==> src/rtl/wide_alu_sequencer.sv <==
// wide_alu_sequencer
// Splits 16-bit ADD / shift-left / XOR requests into low-byte and high-byte
// micro-ops on the neighbouring 8-bit ALU, chains the carry between halves
// and reassembles the 16-bit result.
//
// Ports:
//   CLK, RESET        clock, asynchronous active-high reset
//   START, OP_SEL     request strobe and opcode (00 ADD, 01 SHL, 10 XOR, 11 illegal)
//   A16, B16, SHAMT   operands and shift count, latched on an accepted START
//   ALU_OP/A/B/SC_IN  drive the ALU
//   ALU_OUT/SC_OUT    sampled from the ALU
//   RESULT            16-bit result, changes only when DONE is entered
//   BUSY, DONE, ERR   status: in LOW/HIGH, result-valid pulse, illegal op
//
// state  | meaning
// IDLE   | waiting for START
// LOW    | ALU works on the low byte, carry captured
// HIGH   | ALU works on the high byte with the captured carry
// DONE   | RESULT valid for one cycle; START here is accepted
module wide_alu_sequencer #(
    parameter int SHAMT_W = 4
) (
    input  logic               CLK,
    input  logic               RESET,
    input  logic               START,
    input  logic [1:0]         OP_SEL,
    input  logic [15:0]        A16,
    input  logic [15:0]        B16,
    input  logic [SHAMT_W-1:0] SHAMT,
    output logic [3:0]         ALU_OP,
    output logic [7:0]         ALU_A,
    output logic [7:0]         ALU_B,
    output logic               ALU_SC_IN,
    input  logic [7:0]         ALU_OUT,
    input  logic               ALU_SC_OUT,
    output logic [15:0]        RESULT,
    output logic               BUSY,
    output logic               DONE,
    output logic               ERR
);

    localparam logic [3:0] K_ADDL = 4'h0;
    localparam logic [3:0] K_ADDU = 4'h1;
    localparam logic [3:0] K_LSAL = 4'h2;
    localparam logic [3:0] K_LSAU = 4'h3;
    localparam logic [3:0] K_XOR  = 4'h4;

    localparam logic [1:0] OP_ADD = 2'b00;
    localparam logic [1:0] OP_SHL = 2'b01;
    localparam logic [1:0] OP_XOR = 2'b10;
    localparam logic [1:0] OP_ILL = 2'b11;

    localparam logic [1:0] S_IDLE = 2'd0;
    localparam logic [1:0] S_LOW  = 2'd1;
    localparam logic [1:0] S_HIGH = 2'd2;
    localparam logic [1:0] S_DONE = 2'd3;

    logic [1:0]         state;
    logic [15:0]        a_q;        // operand A; doubles as the shift working value
    logic [15:0]        b_q;
    logic [1:0]         op_q;
    logic [SHAMT_W-1:0] cnt_q;
    logic               carry_q;
    logic [7:0]         lo_q;
    logic [15:0]        result_q;
    logic               err_q;
    logic               accept;

    assign accept = START && (state == S_IDLE || state == S_DONE);

    always_ff @(posedge CLK or posedge RESET) begin
        if (RESET) begin
            state    <= S_IDLE;
            a_q      <= '0;
            b_q      <= '0;
            op_q     <= OP_ADD;
            cnt_q    <= '0;
            carry_q  <= 1'b0;
            lo_q     <= '0;
            result_q <= '0;
            err_q    <= 1'b0;
        end else begin
            case (state)
                S_IDLE, S_DONE: begin
                    if (accept) begin
                        a_q   <= A16;
                        b_q   <= B16;
                        op_q  <= OP_SEL;
                        cnt_q <= SHAMT;
                        err_q <= 1'b0;
                        if (OP_SEL == OP_ILL) begin
                            result_q <= '0;
                            err_q    <= 1'b1;
                            state    <= S_DONE;
                        end else if (OP_SEL == OP_SHL && SHAMT == '0) begin
                            result_q <= A16;
                            state    <= S_DONE;
                        end else begin
                            state <= S_LOW;
                        end
                    end else begin
                        state <= S_IDLE;
                    end
                end
                S_LOW: begin
                    lo_q    <= ALU_OUT;
                    // XOR leaves SC_OUT undefined, so it must not leak into HIGH
                    carry_q <= (op_q == OP_XOR) ? 1'b0 : ALU_SC_OUT;
                    state   <= S_HIGH;
                end
                S_HIGH: begin
                    if (op_q == OP_SHL) begin
                        // one bit per LOW/HIGH pass
                        a_q   <= {ALU_OUT, lo_q};
                        cnt_q <= cnt_q - 1'b1;
                        if (cnt_q == SHAMT_W'(1)) begin
                            result_q <= {ALU_OUT, lo_q};
                            state    <= S_DONE;
                        end else begin
                            state <= S_LOW;
                        end
                    end else begin
                        result_q <= {ALU_OUT, lo_q};
                        state    <= S_DONE;
                    end
                end
                default: state <= S_IDLE;
            endcase
        end
    end

    always_comb begin
        ALU_OP    = K_ADDL;
        ALU_A     = '0;
        ALU_B     = '0;
        ALU_SC_IN = 1'b0;
        case (state)
            S_LOW: begin
                case (op_q)
                    OP_ADD: begin ALU_OP = K_ADDL; ALU_A = a_q[7:0]; ALU_B = b_q[7:0]; end
                    OP_SHL: begin ALU_OP = K_LSAL; ALU_A = a_q[7:0]; end
                    OP_XOR: begin ALU_OP = K_XOR;  ALU_A = a_q[7:0]; ALU_B = b_q[7:0]; end
                    default: ALU_OP = K_ADDL;
                endcase
            end
            S_HIGH: begin
                ALU_SC_IN = carry_q;
                case (op_q)
                    OP_ADD: begin ALU_OP = K_ADDU; ALU_A = a_q[15:8]; ALU_B = b_q[15:8]; end
                    OP_SHL: begin ALU_OP = K_LSAU; ALU_A = a_q[15:8]; end
                    OP_XOR: begin ALU_OP = K_XOR;  ALU_A = a_q[15:8]; ALU_B = b_q[15:8]; end
                    default: ALU_OP = K_ADDL;
                endcase
            end
            default: ALU_OP = K_ADDL;
        endcase
    end

    assign RESULT = result_q;
    assign BUSY   = (state == S_LOW) || (state == S_HIGH);
    assign DONE   = (state == S_DONE);
    assign ERR    = err_q;

endmodule

==> config.mk <==
export PLATFORM = sky130hd
export DESIGN_NAME = wide_alu_sequencer
export DESIGN_NICKNAME = d
export VERILOG_FILES = /design/src/rtl/wide_alu_sequencer.sv
export SDC_FILE = /design/constraint.sdc
export NUM_CORES = 1
export LEC_CHECK = 0
export BUFFER_PORTS_ARGS = -buffer_cell sky130_fd_sc_hd__buf_4
export CAP_MARGIN = 20
export CORE_MARGIN = 2
export CORE_UTILIZATION = 47
export CTS_CLUSTER_DIAMETER = 60
export CTS_CLUSTER_SIZE = 16
export DETAILED_ROUTE_END_ITERATION = 8
export PLACE_DENSITY_LB_ADDON = 0.12
export SLEW_MARGIN = 15
export SYNTH_ARGS = -nofsm -noshare
export SYNTH_HDL_FRONTEND = slang
export SYNTH_SLANG_ARGS = --single-unit
==> constraint.sdc <==
create_clock -name CLK -period 2.2 [get_ports CLK]
set_input_delay 0.44 -clock CLK [delete_from_list [all_inputs] [get_ports CLK]]
set_output_delay 0.44 -clock CLK [all_outputs]
set_load 0.03 [all_outputs]
Word level (Yosys, flattened, before mapping):

Index checks and enable logic that the tools add are counted.

* $add $sub $neg: 1
* multipliers: 0
* divide/modulo/power cells: 0
* $lt $le $gt $ge: 0
* equality and inequality tests: 12
* shift operators: 0
* multiplexer cells: 30
* bitwise operators: 0
* reductions and logical operators: 14

Operators by type and width (number)
* 16-bit two-way mux: 7
* 16-bit case mux with 2 select lines: 2
* 8-bit two-way mux: 4
* 8-bit case mux with 2 select lines: 2
* 4-bit case mux with 2 select lines: 2
* 2-bit two-way mux: 5
* 3-bit case mux with 3 select lines: 1
* 2-bit equality test (second input constant): 4
* 4-bit two-way mux: 2
* 2-bit by 1-bit equality test with 1-bit output (second input constant): 3
* 3-bit inequality test (second input constant): 2
* 2-bit case mux with 3 select lines: 1
* 3-bit case mux with 2 select lines: 1
* 4-bit by 1-bit equality test with 1-bit output (second input constant): 1
* 2-bit logical NOT: 2
* 4-bit logical NOT: 1
* 2-bit inequality test (second input constant): 2
* 4-bit AND reduction: 1
* 2-bit OR reduction: 2
* 4-bit by 1-bit subtractor with 4-bit output (second input constant): 1
* 1-bit two-way mux: 3
* 3-bit AND reduction: 1
* 3-bit OR reduction: 1
* 1-bit logical AND: 2
* other kinds (3): 4

* register bits: 66
* bits in latches: 0
* memory bits (writable): 0
* bits in read-only memories: 0
* word-level logic and storage cells: 66
* memories kept: 0

Logic depth before layout (Yosys ltp):

Gate-level depths: netlist (run 1).

* depth in word-level cells: 6
* mapped depth: 9
* mapped depth without buffers: 6

Worst setup path after synthesis (run 1):

No wires, ideal clock.

* path type: reg-to-output
* from: reg state[0]
* to: out ALU_OP[1]
* arrival time: 2118 ps
* slack: -358 ps
* stages on the path, launching flop included: 8
* buffers on the path: 3
* cell sequence: dfrtp_1 -> inv_1 -> ha_1 -> clkbuf_1 -> buf_2 -> clkbuf_1 -> nor2_1 -> nor3_1

* longest elaborated chain between the ends: 2
* elaborated cells on any way between the ends: 3
* those cells by class: eq/ne (2); mux (1)

RTL lines
* start, declared: line 58 `logic [1:0] state;`
* start signal, assigned: line 73 `state <= S_IDLE;`
* start signal, assigned: line 94 `state <= S_DONE;`
* start signal, assigned: line 97 `state <= S_DONE;`
* 2-bit equality test / 2-bit by 1-bit equality test with 1-bit output (equally long branches): line 137 `case (state)`
* 4-bit case mux with 2 select lines *: line 137
* end, declared: line 30 `output logic [3:0] ALU_OP,`

Mark *: on every way between the ends. The rest lies on a longest branch, timed or not.

Worst setup path after layout (run 1):

* from: reg state[1]
* to: out ALU_OP[2]

Same word-level chain as after synthesis.

==> results.py, run 1 <==
metrics = {
    "job": {
        "drv_cap": 0,
    },
    "synthesis": {
        "synth_area_leaders": "dfrtp_1 (52%), mux2_2 (8.8%), a22oi_1 (7.7%), mux2i_1 (5.3%), o21ai_0 (4.4%)",
        "yosys-top-cells-count": "dfrtp_1 (66), nor2_1 (34), a22oi_1 (33)",
        "synthArstFlopShare_pct": 100,
        "synth_seq_cells": 66,
        "synth_ff_type": "dfrtp_1",
        "synth_most_common_cell": "dfrtp_1",
        "netlist_area_um2": 3210,
        "avgSynthCellArea_um2": 10.3,
        "yosysTopAreaCell": "dfrtp_1",
        "seq_area_frac_synth_pct": 51.5,
        "synth_top_area_share_pct": 51.5,
        "synth_nets": 365,
        "synth-edff-count": 0,
        "synthCells": 310,
        "synth_cell_types": 32,
        "yosys_warnings": 0,
    },
    "worst_setup_path": {
        "endpoint_kind": "output port",
        "cp-start-kind": "register",
        "crit_type": "reg -> out",
        "worstPathRequired_ns": 1.76,
        "reg2regPathDepth": 6,
        "crit_fanout": 23,
        "worstPathArrival_ns": 1.67,
    },
    "die": {
        "die_w_um": 86.6,
        "die_h_um": 86.6,
        "rows": 30,
        "io_pins": 90,
        "core_area_um2": 6680,
        "die_area_um2": 7500,
        "initial_core_util_pct": 48.0,
    },
    "clock_network": {
        "post_cts_buffers": 0,
        "clk_latency_ns": 0.34,
        "clock_sinks": 66,
        "cts-root-buf": "clkbuf_8",
        "htree_levels": 3,
        "cts.hold.buffers_added": 0,
        "cts_buffers": 9,
        "cts_tree": "built",
        "clkSlewWorstSetupHoldPaths_ns": 0.07,
        "clk_path_buf_depth": 2,
    },
    "global_route": {
        "first_global_vias": 2686,
        "grt_pass1_wl_um": 13100,
        "grt-ovfl-total": 0,
        "grt_max_degree": 46,
        "grt_use_total_pct": 22.8,
        "antenna_found_initial": 0,
    },
    "final_layout": {
        "instances_no_fill": 481,
        "antenna_cells": 0,
        "multi_input_area_um2": 1520,
        "fillers": 575,
        "area_growth_pct": 34.1,
        "drive_gt1_share_pct": 42.4,
        "fin_nets": 451,
        "regArea_um2": 1650,
    },
    "pwr": {
        "p_leak_nw": 1.93,
        "powerDensity_nw_per_um2": 1710,
        "ir_worst_vdd_v": 0.000827,
    },
    "routing": {
        "final_antenna_net_count": 0,
        "wire_per_inst_um": 16.5,
        "wirelength_um": 7960,
        "viasPerCell": 5.54,
        "vias": 2664,
        "drc": 0,
        "dr.pass1.iters": 4,
        "drt_iter0_drc": 167,
    },
    "place": {
        "port-buffer-count": 88,
        "hpwlAfterDp_um": 5520,
        "place_congestion": 0.830,
        "place_inst": 463,
        "place_worst_setup_slack_ns": 0.137,
    },
    "sta": {
        "hold_viol": 0,
        "rsz0062_at_grt": "yes",
        "period_needed_ns": 2.11,
        "tightest_slew_ns": 0.500,
        "hold_ws_ns": 0.132,
        "worst_slack_ns": 0.0874,
        "period_share_pct": 96.0,
        "max_slew_margin_pct": 66.6,
        "slew_viol_final": 0,
        "fin_skew_ns": 0.00942,
        "final-setup-viol-count": 0,
        "fmax_mhz": 473,
    },
    "run_status": {
        "outcome": "completed",
    },
    "hold_path": {
        "hold_path.class": "in -> async",
    },
}
==> what timing repair did <==
item,4_1_cts,5_1_grt
pin swaps,1,3
resized for setup,6,7
cloned,1,1
endpoints found under the setup margin,18,14
==> critical path: stages, from the launching register on <==
cell and delay [ns]:
dfrtp_1 0.41, inv_1 0.06, ha_1 0.22, buf_12 0.17, nor2_2 0.25, nor3_4 0.07, buf_6 0.14
==> routing by layer <==
layer	up-vias	routed length [um]	global-route usage, %	share of wire, %
li1	1279	-	-	-
met1	1293	3480	31.4	44
met2	75	3890	35.3	49
met3	17	413	4.10	5.2
met4	0	174	10.5	2.2
met5	-	0	0	0
==> state kept, by name (all words and copies together) (netlist names) <==
signal	flops
RESULT	16
a_q	16
b_q	16
lo_q	8
cnt_q	4
op_q	2
state	2
ERR	1
carry_q	1
==> final timing paths <==
path / start / endpoint / slack (ns)
worst min-delay path: RESET / b_q[14]$_DFFE_PP0P_ / 0.13
worst max register to register: cnt_q[1]$_DFFE_PP0P_ / RESULT[14]$_DFFE_PP0P_ / 0.16
worst max-delay path: state[1]$_DFF_PP0_ / ALU_OP[2] / 0.09
max in group asynchronous: RESET / RESULT[11]$_DFFE_PP0P_ / 1.46
worst min register to register: ERR$_DFFE_PP0P_ / ERR$_DFFE_PP0P_ / 0.50
min in group CLK: B16[11] / b_q[11]$_DFFE_PP0P_ / 0.33
==> cell usage in the layout (no fill, tap or decap), types with 6 or more instances in the layout <==
cell,Yosys,final
buf_4,1,93
dfrtp_1,66,66
o21ai_0,28,28
a22oi_1,33,28
mux2_2,25,25
a21oi_1,23,23
mux2i_1,17,17
nor2_1,34,17
nor2_2,0,17
clkbuf_8,0,12
o21ai_1,10,10
nand2_1,10,9
inv_1,9,7
nand2b_1,6,6
==> cell type report <==
| class | count | share of cell area [%] |
|---|---|---|
| flip-flops and latches | 66 | 38.4 |
| multi-input cells | 211 | 35.3 |
| repair buffers | 99 | 19.0 |
| clock buffers | 14 | 4.02 |
| well taps | 80 | 2.33 |
| inverters | 9 | 0.786 |
| clock inverters | 2 | 0.233 |
==> through the flow <==
step	instance area, um2	setup TNS, ns	total power (W)	utilization, %
final	4300	0	0.00736	64.3
after global routing	4300	-0.00329	0.00791	64.3
after CTS	4250	0	0.00729	63.5
after detailed placement	4040	0	0.00624	60.4
after global placement	4040	0	0.00615	60.4
after floorplan	3270	0	0.00499	-
==> cells by family after synthesis <==
family | after synthesis | synth area share [%]
fa+ha+maj | 5 | 1.95
compound gates | 99 | 18.5
buf+inv | 34 | 5.00
flops | 66 | 51.5
other cells | 1 | 0.117
simple gates | 63 | 8.86
mux | 42 | 14.1
==> report_power, final <==
group / internal (W) / switching, W / total (W) / leakage [nW]
Clock: 0.000499 / 0.000451 / 0.000950 / 0.0965
Combinational: 0.00177 / 0.00243 / 0.00420 / 1.05
Sequential: 0.00183 / 0.000380 / 0.00221 / 0.782
Total: 0.00410 / 0.00326 / 0.00736 / 1.93
No activity file was read; power rests on OpenSTA's default activity.
==> inputs of run 2 (changes only) <==
--- a/config.mk
+++ b/config.mk
@@ -12,6 +12,7 @@
 export CTS_CLUSTER_DIAMETER = 60
 export CTS_CLUSTER_SIZE = 16
 export DETAILED_ROUTE_END_ITERATION = 8
+export MAX_ROUTING_LAYER = met4
 export PLACE_DENSITY_LB_ADDON = 0.12
 export SLEW_MARGIN = 15
 export SYNTH_ARGS = -nofsm -noshare
==> results.py, run 2 (same netlist as run 1, synthesis figures left out) <==
metrics = {
    "final_layout": {
        "fillers": 575,
        "area_growth_pct": 34.6,
        "layout_common_cells": "buf_4 (93), dfrtp_1 (66), a22oi_1 (30)",
        "drive_gt1_share_pct": 42.3,
        "fin_nets": 452,
        "mostFrequentLayoutCell": "buf_4",
        "antenna_cells": 0,
        "instances_no_fill": 482,
    },
    "worst_setup_path": {
        "slowest_delay_ns": 0.42,
        "worstPathRequired_ns": 1.76,
        "worstPathArrival_ns": 1.67,
        "critical_path.startpoint": "state[1]$_DFF_PP0_",
        "worst-path-buf-inv": 3,
        "endpoint_kind": "output port",
        "cp_slowest_cell": "dfrtp_1",
        "cp-start-kind": "register",
        "crit_cells": 6,
        "crit_path_cell_trace": "inv_1, ha_2, buf_12, nor2_2, nor3_4, buf_6",
        "rrSetupSlack_ns": 0.16,
        "reg2regPathDepth": 6,
        "crit_type": "reg -> out",
        "crit_fanout": 12,
        "crit_family": "flip-flops",
        "r2r_start": "cnt_q[1]$_DFFE_PP0P_",
    },
    "clock_network": {
        "cts_tree": "built",
        "cts_buffers": 9,
        "clkSlewWorstSetupHoldPaths_ns": 0.07,
        "post_cts_buffers": 0,
        "clk_path_buf_depth": 2,
        "htree_levels": 3,
        "cts-root-buf": "clkbuf_8",
        "cts.hold.buffers_added": 0,
        "clk_latency_ns": 0.34,
        "clock_sinks": 66,
    },
    "die": {
        "initial_core_util_pct": 48.0,
        "die_h_um": 86.6,
        "rows": 30,
        "die_w_um": 86.6,
        "io_pins": 90,
        "core_area_um2": 6680,
        "die_area_um2": 7500,
    },
    "sta": {
        "worst_slack_ns": 0.0922,
        "fin_skew_ns": 0.0107,
        "final-setup-viol-count": 0,
        "fin_setup_tns_ns": 0,
        "rsz0062_at_grt": "yes",
        "period_needed_ns": 2.11,
        "slew_viol_final": 0,
        "period_share_pct": 95.8,
        "fmax_mhz": 474,
        "hold_viol": 0,
    },
    "routing": {
        "drc": 0,
        "drt_iter0_drc": 174,
        "dr.pass1.iters": 4,
        "wirelength_um": 8190,
        "viasPerCell": 5.57,
        "wire_per_inst_um": 17.0,
        "final_antenna_net_count": 0,
        "vias": 2683,
    },
    "place": {
        "place_inst": 463,
        "place_congestion": 0.843,
        "place_worst_setup_slack_ns": 0.137,
        "hpwlAfterDp_um": 5520,
        "port-buffer-count": 88,
    },
    "pwr": {
        "p_leak_nw": 1.94,
        "ir_worst_vdd_v": 0.000827,
        "powerDensity_nw_per_um2": 1720,
    },
    "global_route": {
        "first_global_vias": 2682,
        "grt_use_total_pct": 23.6,
        "grt_max_degree": 46,
        "antenna_found_initial": 0,
        "grt_pass1_wl_um": 13100,
        "grt-ovfl-total": 0,
    },
    "run_status": {
        "outcome": "completed",
    },
    "job": {
        "drv_cap": 0,
    },
    "hold_path": {
        "hold_path.class": "in -> async",
    },
}
==> run 2: cell count changes in the layout (fill, tap and decap cells not counted), sizes merged <==
cell    delta
clkbuf     +1
==> run 2: stage by stage <==
step                area, um2  total power, W  hold WS [ns]  utilization [%]
floorplan                3270         0.00499         0.477                -
global placement         4040         0.00615         0.470             60.4
detailed placement       4040         0.00624         0.494             60.4
CTS                      4250         0.00729         0.141             63.5
global route             4320         0.00795         0.154             64.6
finish                   4320         0.00742         0.130             64.6
==> run 2: per-layer routing <==
| metal | vias to the layer above | GRT usage, % | wire [um] |
|---|---|---|---|
| li1 | 1280 | - | - |
| met1 | 1313 | 31.8 | 3650 |
| met2 | 79 | 35.3 | 4060 |
| met3 | 11 | 4.67 | 357 |
| met4 | 0 | 9.23 | 118 |
| met5 | - | - | 0 |
==> run 2: final timing paths <==
path / to
worst min-delay path: b_q[14]$_DFFE_PP0P_
max in group asynchronous: RESULT[11]$_DFFE_PP0P_
worst max-delay path: ALU_OP[2]
worst min register to register: ERR$_DFFE_PP0P_
min in group CLK: b_q[11]$_DFFE_PP0P_
worst max register to register: RESULT[9]$_DFFE_PP0P_
==> run 2: layout make-up <==
| class | instances | area [um2] | area share [%] |
|---|---|---|---|
| Inverter | 9 | 33.8 | 0.783 |
| Timing Repair Buffer | 100 | 840 | 19.5 |
| Sequential cell | 66 | 1650 | 38.3 |
| Tap cell | 80 | 100 | 2.32 |
| Clock inverter | 2 | 10.0 | 0.232 |
| Clock buffer | 14 | 173 | 4.00 |
| Multi-Input combinational cell | 211 | 1510 | 34.9 |
==> run 2: repair_timing <==
action | 4_1_cts | 5_1_grt
gates cloned | 1 | 2
endpoints found under the setup margin | 18 | 16
gates resized for setup | 6 | 6
pin swaps | 1 | 3
==> run 2: power by group <==
part | internal, W | switching, W | leakage (nW)
clock | 0.000499 | 0.000451 | 0.0965
combinational | 0.00180 | 0.00246 | 1.06
sequential | 0.00183 | 0.000375 | 0.782
==> inputs of run 3 (changes only) <==
--- a/config.mk
+++ b/config.mk
@@ -8,9 +8,8 @@
 export BUFFER_PORTS_ARGS = -buffer_cell sky130_fd_sc_hd__buf_4
 export CAP_MARGIN = 20
 export CORE_MARGIN = 2
-export CORE_UTILIZATION = 47
+export CORE_UTILIZATION = 52
 export CTS_CLUSTER_DIAMETER = 60
-export CTS_CLUSTER_SIZE = 16
 export DETAILED_ROUTE_END_ITERATION = 8
 export MAX_ROUTING_LAYER = met4
 export PLACE_DENSITY_LB_ADDON = 0.12
==> results.py, run 3 (same netlist as run 1, synthesis figures left out) <==
metrics = {
    "run_status": {
        "outcome": "completed",
    },
    "job": {
        "drv_cap": 0,
    },
    "pwr": {
        "ir_worst_vdd_v": 0.000949,
        "powerDensity_nw_per_um2": 1700,
        "p_leak_nw": 1.94,
    },
    "sta": {
        "slew_viol_final": 0,
        "fin_setup_tns_ns": 0,
        "fmax_mhz": 469,
        "period_share_pct": 96.9,
        "final-setup-viol-count": 0,
        "fin_skew_ns": 0.00586,
        "worst_slack_ns": 0.0686,
        "tightest_slew_ns": 0.631,
        "period_needed_ns": 2.13,
        "max_slew_margin_pct": 57.9,
        "rsz0062_at_grt": "no",
        "hold_viol": 0,
        "hold_ws_ns": 0.183,
    },
    "clock_network": {
        "clk_latency_ns": 0.34,
        "cts_tree": "built",
        "cts.hold.buffers_added": 0,
        "clock_sinks": 66,
        "cts_buffers": 9,
        "clk_path_buf_depth": 2,
        "htree_levels": 3,
        "cts-root-buf": "clkbuf_8",
        "clkSlewWorstSetupHoldPaths_ns": 0.08,
    },
    "global_route": {
        "grt_max_degree": 35,
        "grt-ovfl-total": 0,
        "grt_pass1_wl_um": 12600,
        "first_global_vias": 2623,
        "antenna_found_initial": 0,
        "grt_use_total_pct": 25.6,
    },
    "final_layout": {
        "antenna_cells": 0,
        "area_growth_pct": 33.4,
        "design_area_um2": 4280,
        "layout_common_cells": "buf_4 (100), dfrtp_1 (66), a22oi_1 (30)",
        "drive_gt1_share_pct": 42.9,
        "fillers": 476,
        "fin_nets": 456,
        "mostFrequentLayoutCell": "buf_4",
    },
    "die": {
        "io_pins": 90,
        "die_w_um": 82.5,
        "core_area_um2": 5960,
        "die_h_um": 82.5,
        "rows": 28,
        "initial_core_util_pct": 53.8,
        "die_area_um2": 6810,
    },
    "worst_setup_path": {
        "rrSetupSlack_ns": 0.19,
        "timing.rr.end": "RESULT[11]$_DFFE_PP0P_",
        "r2r_start": "state[0]$_DFF_PP0_",
        "cp_slowest_cell": "dfrtp_1",
        "endpoint_kind": "output port",
        "worstPathArrival_ns": 1.69,
        "reg2regPathDepth": 6,
        "crit_path_cell_trace": "inv_2, ha_4, nand2b_1, nor2_1, buf_4",
        "crit_fanout": 10,
        "cp-start-kind": "register",
        "slowest_delay_ns": 0.40,
        "crit_type": "reg -> out",
        "worstPathRequired_ns": 1.76,
    },
    "place": {
        "hpwlAfterDp_um": 5550,
        "port-buffer-count": 88,
        "place_congestion": 0.788,
        "place_area_um2": 4050,
        "place_worst_setup_slack_ns": 0.132,
    },
    "hold_path": {
        "hold_path.class": "in -> async",
    },
    "routing": {
        "vias": 2697,
        "viasPerCell": 5.61,
        "wire_per_inst_um": 16.8,
        "drc": 0,
        "dr.pass1.iters": 4,
        "drt_iter0_drc": 231,
        "wirelength_um": 8090,
        "final_antenna_net_count": 0,
    },
}
[run 3: timing repair]
item,in CTS,in global routing
setup endpoints to repair,17,13
pin swaps,1,2
cloned,1,0
resized for setup,6,4
buffers inserted,0,2
[run 3: layer usage]
| layer | global-route usage [%] | part of all wire [%] |
|---|---|---|
| met1 | 32.7 | 43 |
| met2 | 41.0 | 51 |
| met3 | 6.09 | 5.1 |
| met4 | 7.70 | 0.82 |
| met5 | - | 0 |
[run 3: worst max-delay path: cells and delay by family (launching register included)]
| family | cells | cell delay (ns) |
|---|---|---|
| AND/OR/NAND/NOR | 2 | 0.41 |
| flip-flops | 1 | 0.40 |
| adder cells (fa/ha/maj) | 1 | 0.28 |
| buffers and inverters | 2 | 0.26 |
[run 3: layout make-up]
cell class	instances	area [um2]	area share, %
clock buffer	9	124	2.90
clock inverter	7	45.0	1.05
inverter	9	33.8	0.790
multi-input combinational	211	1510	35.2
sequential	66	1650	38.6
tap	75	93.8	2.19
timing repair buffer	104	822	19.2
[run 3: how the worst max path moves through the flow]
stage	startpoint	endpoint	slack (ns)	cells after the start
floorplan	state[0]$_DFF_PP0_	ALU_A[1]	0.007	6
CTS	state[0]$_DFF_PP0_	ALU_OP[2]	0.007	5
global route	state[1]$_DFF_PP0_	ALU_A[3]	0.001	6
finish	state[0]$_DFF_PP0_	ALU_OP[0]	0.07	5
detailed placement	state[0]$_DFF_PP0_	RESULT[11]$_DFFE_PP0P_	0.13	6
global placement	state[0]$_DFF_PP0_	ALU_OP[2]	0.19	5
[run 3: power breakdown]
group	switching (W)	internal (W)	total (W)
sequential	0.000380	0.00183	0.00221
combinational	0.00244	0.00173	0.00417
clock	0.000484	0.000406	0.000890
[run 3: per-stage QoR]
| step | total power (W) | instances | utilization, % |
|---|---|---|---|
| final | 0.00727 | 481 | 71.8 |
| after global routing | 0.00776 | 481 | 71.8 |
| after CTS | 0.00723 | 479 | 71.2 |
| after detailed placement | 0.00623 | 462 | 67.9 |
| after global placement | 0.00612 | 462 | 67.9 |
| after floorplan | 0.00499 | 310 | - |
